$ cat config.mk
export PLATFORM = sky130hd
export DESIGN_NAME = wb_queue_unit
export DESIGN_NICKNAME = d
export VERILOG_FILES = /design/src/rtl/wb_queue_unit_pkg.sv /design/src/rtl/wb_queue_unit_fifo.sv /design/src/rtl/wb_queue_unit.sv
export SDC_FILE = /design/constraint.sdc
export NUM_CORES = 1
export LEC_CHECK = 0
export CORE_UTILIZATION = 35
export CTS_CLUSTER_DIAMETER = 60
export CTS_CLUSTER_SIZE = 40
export DETAILED_ROUTE_END_ITERATION = 8
export GPL_TIMING_DRIVEN = 0
export PLACE_DENSITY = 0.65
export SLEW_MARGIN = 20
export SYNTH_ARGS = -nofsm -noshare
export SYNTH_HDL_FRONTEND = slang
export SYNTH_SLANG_ARGS = --single-unit
$ cat constraint.sdc
create_clock -name I_CLOCK -period 3.88 [get_ports I_CLOCK]
set_clock_uncertainty 0.1 [all_clocks]
set_input_delay 0.582 -clock I_CLOCK [delete_from_list [all_inputs] [get_ports I_CLOCK]]
set_output_delay 0.582 -clock I_CLOCK [all_outputs]
set_load 0.01 [all_outputs]
$ cat src/rtl/wb_queue_unit_pkg.sv
// Shared writeback definitions: opcode values, result-source classes and the classifier.
package wb_queue_unit_pkg;

    localparam int unsigned OPC_W = 8;
    localparam int unsigned RET_W = 16;

    localparam logic [OPC_W-1:0] OP_ADD_D     = 8'h01;
    localparam logic [OPC_W-1:0] OP_ADDI_D    = 8'h02;
    localparam logic [OPC_W-1:0] OP_AND_D     = 8'h03;
    localparam logic [OPC_W-1:0] OP_ANDI_D    = 8'h04;
    localparam logic [OPC_W-1:0] OP_MOV       = 8'h05;
    localparam logic [OPC_W-1:0] OP_MOVI_D    = 8'h06;
    localparam logic [OPC_W-1:0] OP_LDB       = 8'h07;
    localparam logic [OPC_W-1:0] OP_LDW       = 8'h08;
    localparam logic [OPC_W-1:0] OP_STW       = 8'h09;
    localparam logic [OPC_W-1:0] OP_JMP       = 8'h0A;
    localparam logic [OPC_W-1:0] OP_JSR       = 8'h0B;
    localparam logic [OPC_W-1:0] OP_JSRR      = 8'h0C;
    localparam logic [OPC_W-1:0] OP_BRN       = 8'h0D;
    localparam logic [OPC_W-1:0] OP_BRZ       = 8'h0E;
    localparam logic [OPC_W-1:0] OP_BRP       = 8'h0F;
    localparam logic [OPC_W-1:0] OP_BRNZP     = 8'h10;
    localparam logic [OPC_W-1:0] OP_VADD      = 8'h20;
    localparam logic [OPC_W-1:0] OP_VMOV      = 8'h21;
    localparam logic [OPC_W-1:0] OP_VMOVI     = 8'h22;
    localparam logic [OPC_W-1:0] OP_VCOMPMOV  = 8'h23;
    localparam logic [OPC_W-1:0] OP_VCOMPMOVI = 8'h24;

    typedef enum logic [1:0] {
        WB_NONE = 2'd0,
        WB_SALU = 2'd1,
        WB_SMEM = 2'd2,
        WB_VEC  = 2'd3
    } wb_class_e;

    function automatic wb_class_e classify(input logic [OPC_W-1:0] opc);
        case (opc)
            OP_ADD_D, OP_ADDI_D, OP_AND_D, OP_ANDI_D, OP_MOV, OP_MOVI_D: classify = WB_SALU;
            OP_LDW, OP_LDB:                                              classify = WB_SMEM;
            OP_VADD, OP_VMOV, OP_VMOVI, OP_VCOMPMOV, OP_VCOMPMOVI:       classify = WB_VEC;
            OP_STW, OP_JMP, OP_JSR, OP_JSRR,
            OP_BRN, OP_BRZ, OP_BRP, OP_BRNZP:                            classify = WB_NONE;
            default:                                                     classify = WB_NONE;
        endcase
    endfunction

    // Component moves write only the lanes the instruction selects.
    function automatic logic uses_lane_mask(input logic [OPC_W-1:0] opc);
        return (opc == OP_VCOMPMOV) || (opc == OP_VCOMPMOVI);
    endfunction

endpackage

$ cat src/rtl/wb_queue_unit_fifo.sv
// Generic WIDTH x DEPTH synchronous FIFO with occupancy counter and all-entry visibility.
module wb_queue_unit_fifo #(
    parameter int unsigned WIDTH = 8,
    parameter int unsigned DEPTH = 4
) (
    input  logic                       clk,
    input  logic                       rst_n,
    input  logic                       push_i,
    input  logic [WIDTH-1:0]           din_i,
    input  logic                       pop_i,
    output logic                       full_o,
    output logic                       empty_o,
    output logic [$clog2(DEPTH):0]     count_o,
    output logic [$clog2(DEPTH)-1:0]   rd_ptr_o,
    output logic [DEPTH*WIDTH-1:0]     entries_o
);

    localparam int unsigned PTR_W = $clog2(DEPTH);
    localparam int unsigned CNT_W = PTR_W + 1;

    logic [WIDTH-1:0] mem_q [DEPTH];
    logic [PTR_W-1:0] wr_ptr_q, wr_ptr_d;
    logic [PTR_W-1:0] rd_ptr_q, rd_ptr_d;
    logic [CNT_W-1:0] count_q, count_d;
    logic             do_push, do_pop;

    assign full_o   = (count_q == CNT_W'(DEPTH));
    assign empty_o  = (count_q == '0);
    assign do_push  = push_i && !full_o;
    assign do_pop   = pop_i && !empty_o;
    assign count_o  = count_q;
    assign rd_ptr_o = rd_ptr_q;

    always_comb begin
        wr_ptr_d = wr_ptr_q;
        rd_ptr_d = rd_ptr_q;
        count_d  = count_q;
        if (do_push) wr_ptr_d = wr_ptr_q + PTR_W'(1);
        if (do_pop)  rd_ptr_d = rd_ptr_q + PTR_W'(1);
        case ({do_push, do_pop})
            2'b10:   count_d = count_q + CNT_W'(1);
            2'b01:   count_d = count_q - CNT_W'(1);
            default: count_d = count_q;
        endcase
    end

    always_ff @(posedge clk or negedge rst_n) begin
        if (!rst_n) begin
            wr_ptr_q <= '0;
            rd_ptr_q <= '0;
            count_q  <= '0;
        end else begin
            wr_ptr_q <= wr_ptr_d;
            rd_ptr_q <= rd_ptr_d;
            count_q  <= count_d;
        end
    end

    // Storage needs no reset: slots are only observed while counted as occupied.
    always_ff @(posedge clk) begin
        if (do_push) mem_q[wr_ptr_q] <= din_i;
    end

    for (genvar g = 0; g < int'(DEPTH); g++) begin : g_vis
        assign entries_o[g*WIDTH +: WIDTH] = mem_q[g];
    end

endmodule

$ cat src/rtl/wb_queue_unit.sv
// Writeback stage: classifies retiring instructions and queues register-file writes.
// Define WB_FWD_EN to add the combinational forwarding lookup over queued entries.
module wb_queue_unit
    import wb_queue_unit_pkg::*;
#(
    parameter int unsigned REG_WIDTH = 16,
    parameter int unsigned NUM_LANES = 4,
    parameter int unsigned REGIDX_W  = 6,
    parameter int unsigned DEPTH     = 4
) (
    input  logic                           I_CLOCK,
    input  logic                           I_RESET_N,
    input  logic                           I_Valid,
    output logic                           O_Ready,
    input  logic [OPC_W-1:0]               I_Opcode,
    input  logic [REGIDX_W-1:0]            I_DestRegIdx,
    input  logic [REG_WIDTH-1:0]           I_ALUOut,
    input  logic [REG_WIDTH-1:0]           I_MemOut,
    input  logic [NUM_LANES*REG_WIDTH-1:0] I_VALUOut,
    input  logic [NUM_LANES-1:0]           I_LaneMask,
    output logic                           O_WbValid,
    input  logic                           I_WbReady,
    output logic                           O_WbIsVec,
    output logic [REGIDX_W-1:0]            O_WbRegIdx,
    output logic [REG_WIDTH-1:0]           O_WbData,
    output logic [NUM_LANES*REG_WIDTH-1:0] O_VWbData,
    output logic [NUM_LANES-1:0]           O_VWbMask,
    output logic [$clog2(DEPTH):0]         O_Pending,
`ifdef WB_FWD_EN
    input  logic [REGIDX_W-1:0]            I_FwdRegIdx,
    input  logic                           I_FwdIsVec,
    output logic                           O_FwdHit,
    output logic [REG_WIDTH-1:0]           O_FwdData,
    output logic [NUM_LANES*REG_WIDTH-1:0] O_VFwdData,
`endif
    output logic [RET_W-1:0]               O_RetireCnt
);

    localparam int unsigned VEC_W     = NUM_LANES * REG_WIDTH;
    localparam int unsigned PTR_W     = $clog2(DEPTH);
    localparam int unsigned CNT_W     = PTR_W + 1;
    localparam int unsigned MASK_LSB  = 0;
    localparam int unsigned VDATA_LSB = MASK_LSB + NUM_LANES;
    localparam int unsigned SDATA_LSB = VDATA_LSB + VEC_W;
    localparam int unsigned IDX_LSB   = SDATA_LSB + REG_WIDTH;
    localparam int unsigned ISVEC_BIT = IDX_LSB + REGIDX_W;
    localparam int unsigned ENTRY_W   = ISVEC_BIT + 1;

    wb_class_e              cls_c;
    logic                   accept_c, push_c, pop_c, is_vec_c;
    logic [NUM_LANES-1:0]   mask_c;
    logic [REG_WIDTH-1:0]   sdata_c;
    logic [VEC_W-1:0]       vdata_c;
    logic [ENTRY_W-1:0]     din_c, head_c;
    logic [ENTRY_W-1:0]     ent_c [DEPTH];
    logic                   full, empty;
    logic [CNT_W-1:0]       count;
    logic [PTR_W-1:0]       rd_ptr;
    logic [DEPTH*ENTRY_W-1:0] entries;
    logic [RET_W-1:0]       retire_q, retire_d;

    // Result-source selection and push decision for the instruction on the MEM interface.
    always_comb begin
        cls_c    = classify(I_Opcode);
        is_vec_c = (cls_c == WB_VEC);
        mask_c   = '0;
        sdata_c  = '0;
        vdata_c  = '0;
        if (is_vec_c) begin
            mask_c  = uses_lane_mask(I_Opcode) ? I_LaneMask : '1;
            vdata_c = I_VALUOut;
        end else if (cls_c == WB_SALU) begin
            sdata_c = I_ALUOut;
        end else if (cls_c == WB_SMEM) begin
            sdata_c = I_MemOut;
        end
        accept_c = I_Valid && O_Ready;
        push_c   = accept_c && (cls_c != WB_NONE) && !(is_vec_c && (mask_c == '0));
        din_c    = {is_vec_c, I_DestRegIdx, sdata_c, vdata_c, mask_c};
    end

    assign pop_c = !empty && I_WbReady;

    wb_queue_unit_fifo #(
        .WIDTH (ENTRY_W),
        .DEPTH (DEPTH)
    ) u_fifo (
        .clk       (I_CLOCK),
        .rst_n     (I_RESET_N),
        .push_i    (push_c),
        .din_i     (din_c),
        .pop_i     (pop_c),
        .full_o    (full),
        .empty_o   (empty),
        .count_o   (count),
        .rd_ptr_o  (rd_ptr),
        .entries_o (entries)
    );

    for (genvar g = 0; g < int'(DEPTH); g++) begin : g_ent
        assign ent_c[g] = entries[g*ENTRY_W +: ENTRY_W];
    end

    assign head_c      = ent_c[rd_ptr];
    assign O_Ready     = !full;
    assign O_Pending   = count;
    assign O_WbValid   = !empty;
    assign O_WbIsVec   = !empty && head_c[ISVEC_BIT];
    assign O_WbRegIdx  = empty ? '0 : head_c[IDX_LSB +: REGIDX_W];
    assign O_WbData    = empty ? '0 : head_c[SDATA_LSB +: REG_WIDTH];
    assign O_VWbData   = empty ? '0 : head_c[VDATA_LSB +: VEC_W];
    assign O_VWbMask   = empty ? '0 : head_c[MASK_LSB +: NUM_LANES];
    assign O_RetireCnt = retire_q;

    always_comb begin
        retire_d = retire_q;
        if (accept_c && (retire_q != '1)) retire_d = retire_q + RET_W'(1);
    end

    always_ff @(posedge I_CLOCK or negedge I_RESET_N) begin
        if (!I_RESET_N) retire_q <= '0;
        else            retire_q <= retire_d;
    end

`ifdef WB_FWD_EN
    // Walk oldest to youngest so the youngest matching entry wins.
    always_comb begin
        logic [PTR_W-1:0]   slot;
        logic [ENTRY_W-1:0] e;
        O_FwdHit   = 1'b0;
        O_FwdData  = '0;
        O_VFwdData = '0;
        slot       = '0;
        e          = '0;
        for (int i = 0; i < int'(DEPTH); i++) begin
            slot = rd_ptr + PTR_W'(i);
            e    = ent_c[slot];
            if ((count > CNT_W'(i)) && (e[ISVEC_BIT] == I_FwdIsVec) &&
                (e[IDX_LSB +: REGIDX_W] == I_FwdRegIdx)) begin
                O_FwdHit  = 1'b1;
                O_FwdData = e[SDATA_LSB +: REG_WIDTH];
                for (int l = 0; l < int'(NUM_LANES); l++) begin
                    O_VFwdData[l*REG_WIDTH +: REG_WIDTH] =
                        e[VDATA_LSB + l*REG_WIDTH +: REG_WIDTH] & {REG_WIDTH{e[MASK_LSB + l]}};
                end
            end
        end
    end
`endif

endmodule

==> flow_summary.ini, run 1 <==
[final_layout]
multiInputGateArea_um2 = 4026
drive_gt1_share_pct = 17.90
final_common_cell = edfxtp_1
fin_nets = 1223
area_growth_pct = 27.24
diodes = 0
fill_cells = 3827
layout_common_cells = edfxtp_1, clkdlybuf4s50_1, and2_1
seq_area_um2 = 11510
utilization_pct = 45.27

[grt]
grt_max_degree = 45
grt_remaining_overflow = 0
grt_usage_pct = 14.76
grt_pass1_wl_um = 51780
antenna_found_initial = 1
grt_pass1_vias = 8809

[floorplan]
die_y_um = 214.5
fp-row-count = 77
die-area_um2 = 46000
ioPinCount = 230
die_x_um = 214.5
start_util_pct = 35.58
coreArea_um2 = 44410

[worst_setup_path]
critPathLaunchType = flip-flop
crit_type = reg2out
worstPathRequired_ps = 3200
rr_worst_depth = 8
crit_fanout = 11
crit_arrival_ps = 3040
end_kind = output port

[logic_synthesis]
syn-num-nets = 956
synth_edf_count = 364
yosysSeqAreaShare_pct = 72.81
netlist_area_um2 = 15800
yosys_warnings = 0
yosys_most_used_dff = edfxtp_1
async_flop_share_pct = 5.943
synth.avg_cell_area_um2 = 19.02
synth.distinct_cells = 50
synth-seq-cells = 387
postSynthCellCount = 831

[place]
dp_hpwl_um = 22060
port_buffers = 226
post-place-ws_ps = -234.0
routabilityCongestion = 0.7699

[drt]
routed_wl_um = 34070
vias_per_cell = 4.845
drtIter0Drc = 427
drc = 0
post_drt_wl_per_cell_um = 19.86
dr.pass1.iters = 5
detail-route-antenna-nets = 0
vias = 8309

[job]
maxCapViolations = 0

[timing]
fin_crit_ps = 3718
fmax_mhz = 269.0
worst_slack_ps = 162.1
drv_slew = 0
max_slew_margin_pct = 41.24
rsz0062_at_grt = true
worstMarginPinSlew_ps = 881.5
whs_ps = 410.3
setup_viol = 0
final_hold_viol_count = 0
period_share_pct = 95.82

[power_and_ir_drop]
ir_drop_uv = 284.8
leakagePower_nw = 6.703
power_density_nw_per_um2 = 614.9

[clocking]
clk_latency_ps = 580
cts_root_buf = clkbuf_16
numCtsBuffers = 31
h-tree-depth = 1
cts_tree = yes
path_clk_slew_ps = 80
cts_max_path_buffers = 3
cts.sinks = 387

[status]
outcome = completed

[worst_hold_path]
hold_depth = 1
hold_class = reg2reg
==> path summary, 6_finish.rpt <==
kind,to,slack (ps),start
setup reg to reg,u_fifo.mem_q[1][46],620,u_fifo.count_o[2]
setup / recovery,O_VWbData[45],160,u_fifo.rd_ptr_o[1]
hold / removal,O_RetireCnt[14],410,O_RetireCnt[14]
min in group asynchronous,O_RetireCnt[15],420,I_RESET_N
max in group asynchronous,u_fifo.wr_ptr_q[1],2890,I_RESET_N
hold reg to reg,O_RetireCnt[14],410,O_RetireCnt[14]
==> stage by stage <==
step | instances | cell area [µm²] | TNS, ps | total power (W)
final | 1715 | 20110 | 0 | 0.01236
after global placement | 1649 | 18810 | -488740 | 0.009263
after global routing | 1715 | 20110 | -18.64 | 0.01294
after CTS | 1714 | 20100 | 0 | 0.01258
after detailed placement | 1657 | 19010 | -9141 | 0.009283
after floorplan | 831 | 15810 | 0 | 0.007128
==> per-layer routing <==
metal,wire [µm],track usage [%],share of wire (%)
met1,14980,19.35,44
met2,16840,25.22,49
met3,1813,3.305,5.3
met4,421,2.905,1.2
met5,13,0,0.038
==> synthesized netlist by cell type (all sizes together) (3+ instances only) <==
master	count	area [µm²]
ha	6	75.07
and3	3	18.77
dfrtp	23	575.6
xor2	10	87.58
nor3	4	20.02
or4	3	22.52
edfxtp	364	10930
inv	9	33.78
a21oi	3	18.77
and2	163	1020
mux2	3	33.78
nor2	26	97.59
clkbuf	22	85.08
nand3	3	15.01
buf	25	161.4
xnor2	9	78.83
o21a	5	37.54
nand2	11	41.29
a22oi	16	120.1
mux4	91	2049
nand4	4	25.02
==> layout make-up <==
cell class / instances / share of cell area, %
sequential: 387 / 57.22
multi-input combinational: 388 / 20.02
tap: 592 / 3.684
clock inverter: 27 / 1.549
clock buffer: 31 / 3.858
buffer: 46 / 1.276
timing repair buffer: 235 / 12.22
inverter: 9 / 0.1680
==> what timing repair did <==
| item | 4_1_cts | 5_1_grt |
|---|---|---|
| gates resized for setup | 7 | 4 |
| endpoints found under the setup margin | 89 | 12 |
| hold buffers | 0 | 1 |
| buffers inserted | 0 | 0 |
| endpoints found under the hold margin | 0 | 23 |
==> state kept, by name (all words and copies together) (netlist names) <==
name and cells:
u_fifo.count_o 3, u_fifo.wr_ptr_q 2, u_fifo.mem_q 364, u_fifo.rd_ptr_o 2
O_RetireCnt 16
==> critical path, stage by stage, from the launching register on <==
cell and delay [ps]:
dfrtp_1 750, clkbuf_1 600, mux4_2 410, and2_1 170, clkdlybuf4s50_1 520
==> where the power goes <==
group	switching (W)	total [W]	internal [W]
clock network	0.00169	0.00328	0.00159
logic	0.00185	0.00433	0.00248
registers	0.000125	0.00475	0.00462
==> kinds of logic after synthesis <==
kind of cell	Yosys count	share of synthesized area, %
AO/OA/AOI/OAI	34	1.663
adder cells (fa/ha/maj)	8	0.6651
multiplexers	96	13.31
XOR/XNOR	19	1.053
buffers and inverters	56	1.773
flip-flops	387	72.81
AND/OR/NAND/NOR	231	8.725
No activity file was read; power rests on OpenSTA's default activity.
==> inputs of run 2 (changes only) <==
--- a/config.mk
+++ b/config.mk
@@ -7,2 +7,3 @@
 export LEC_CHECK = 0
+export ABC_CLOCK_PERIOD_IN_PS = 3880
 export CORE_UTILIZATION = 35
@@ -13,2 +14,3 @@
 export PLACE_DENSITY = 0.65
+export SKIP_LAST_GASP = 1
 export SLEW_MARGIN = 20
==> constraint.sdc (replaced) <==
create_clock -name I_CLOCK -period 3.88 [get_ports I_CLOCK]
set_clock_uncertainty 0.1 [all_clocks]
set_input_delay 0.388 -clock I_CLOCK [delete_from_list [all_inputs] [get_ports I_CLOCK]]
set_output_delay 0.388 -clock I_CLOCK [all_outputs]
set_load 0.01 [all_outputs]
==> flow_summary.ini, run 2 (synthesis gave the netlist of run 1 again) <==
[grt]
grt_pass1_vias = 8812
grt_usage_pct = 14.77
grt_remaining_overflow = 0
antenna_found_initial = 1
grt_max_degree = 45
grt_pass1_wl_um = 51780

[floorplan]
coreArea_um2 = 44410
die_x_um = 214.5
start_util_pct = 35.58
die-area_um2 = 46000
fp-row-count = 77
ioPinCount = 230
die_y_um = 214.5

[clocking]
cts_root_buf = clkbuf_16
cts_setup_buffers = 0
path_clk_slew_ps = 80
numCtsBuffers = 31
cts_tree = yes
h-tree-depth = 1
cts_max_path_buffers = 3
clk_latency_ps = 580
cts.sinks = 387

[worst_setup_path]
crit_type = reg2out
crit_start = u_fifo.rd_ptr_o[1]
crit_chain = buf_1, mux4_2, and2_1, clkdlybuf4s50_1
crit_arrival_ps = 3160
critPathLaunchType = flip-flop
r2r_start = u_fifo.count_o[2]
endpoint = O_WbRegIdx[2]
end_kind = output port
crit_slowest_cell = dfrtp_1
r2r_slack_ps = 630
crit_fanout = 11
rr_worst_depth = 8
worst_path_largest_cell_delay_ps = 750
r2r_end = u_fifo.mem_q[1][46]
worstPathRequired_ps = 3390

[power_and_ir_drop]
power_density_nw_per_um2 = 614.7
ir_drop_uv = 284.8
combPwrFrac_pct = 35.0
switching_share_pct = 29.65
clockPowerShare_pct = 26.6
p_seq_share_pct = 38.4
p_int_w = 0.008691
leakagePower_nw = 6.691
finalPower_w = 0.01235
switchingPower_w = 0.003663

[timing]
rsz0062_at_grt = false
worstMarginPinSlew_ps = 886.9
setup_viol = 0
final_hold_viol_count = 0
fin_crit_ps = 3643
period_share_pct = 93.90
max_slew_margin_pct = 40.87
setup_tns_ps = 0
drv_slew = 0
fmax_mhz = 274.5

[final_layout]
largest_reg_flops = 364
largest_register = u_fifo.mem_q
fin_nets = 1223
final_common_cell = edfxtp_1
diodes = 0
layout_common_cells = edfxtp_1, clkdlybuf4s50_1, and2_1
drive_gt1_share_pct = 17.54
area_growth_pct = 27.18

[drt]
drc = 0
routed_wl_um = 34080
drtIter0Drc = 413
post_drt_wl_per_cell_um = 19.87
vias = 8296
vias_per_cell = 4.837
detail-route-antenna-nets = 0
dr.pass1.iters = 5

[place]
dp_hpwl_um = 22060
routabilityCongestion = 0.7699
port_buffers = 226

[worst_hold_path]
hold_class = in2async

[status]
outcome = completed

[job]
maxCapViolations = 0
run 2: changes by cell type in the layout (fill, tap and decap cells not counted), sizes merged:
cell    delta
clkbuf     -1
buf        +1
run 2: metal layers:
metal	share of wire [%]	up-vias	global-route usage (%)
li1	-	3789	-
met5	0.038	-	0
met4	1.2	2	2.905
met3	5.3	31	3.305
met2	49	192	25.22
met1	44	4282	19.36
run 2: stage by stage:
step	cells	worst slack, ps	utilization, %	hold slack, ps	cell area, µm²
3_3_place_gp	1649	-1166	42.35	395.3	18810
5_1_grt	1715	60.78	45.25	246.1	20100
6_report	1715	236.6	45.25	226.2	20100
2_1_floorplan	831	548.2	-	-7.591	15810
4_1_cts	1714	98.96	45.24	311.9	20090
3_5_place_dp	1657	-40.05	42.79	408.3	19010
run 2: what timing repair did:
item / CTS / global route
hold endpoints to repair: 0 / 23
gates resized for setup: 2 / 0
hold buffers: 0 / 1
endpoints found under the setup margin: 80 / 0
run 2: power groups by stage:
| stage | registers [W] | clock network [W] | logic (W) |
|---|---|---|---|
| floorplan | 0.00481 | 0 | 0.00232 |
| global placement | 0.00481 | 0 | 0.00445 |
| detailed placement | 0.00481 | 0 | 0.00447 |
| CTS | 0.00475 | 0.00337 | 0.00445 |
| global route | 0.00477 | 0.00352 | 0.00465 |
| finish | 0.00475 | 0.00328 | 0.00432 |
run 2: worst max-delay path: cells and delay by family (launching register included):
kind          cells  cell delay, ps
buf+inv           2            1250
flops             1             750
mux               1             400
simple gates      1             170
run 2: cell type report:
cell class / instances / area [µm²]
inverter: 9 / 33.78
clock buffer: 31 / 775.7
buffer: 46 / 246.5
clock inverter: 27 / 311.5
fill: 3833 / 24320
timing repair buffer: 235 / 2457
sequential: 387 / 11510
multi-input combinational: 388 / 4026
tap: 592 / 740.7
run 2: worst min-delay path by stage:
stage,to,slack (ps),cells past startpoint
final,O_RetireCnt[15],230,2
after global placement,O_RetireCnt[14],400,1
after detailed placement,O_RetireCnt[14],410,1
after CTS,O_RetireCnt[15],310,1
after floorplan,O_RetireCnt[0],-8,0
after global routing,O_RetireCnt[10],250,2
==> inputs of run 3 (changes only) <==
HOLD_SLACK_MARGIN = 0.06   (was not set)
SKIP_LAST_GASP = not set   (was 1)
==> results of run 3 <==
Same layout as run 2: the final DEF is identical, and so are final timing and power.
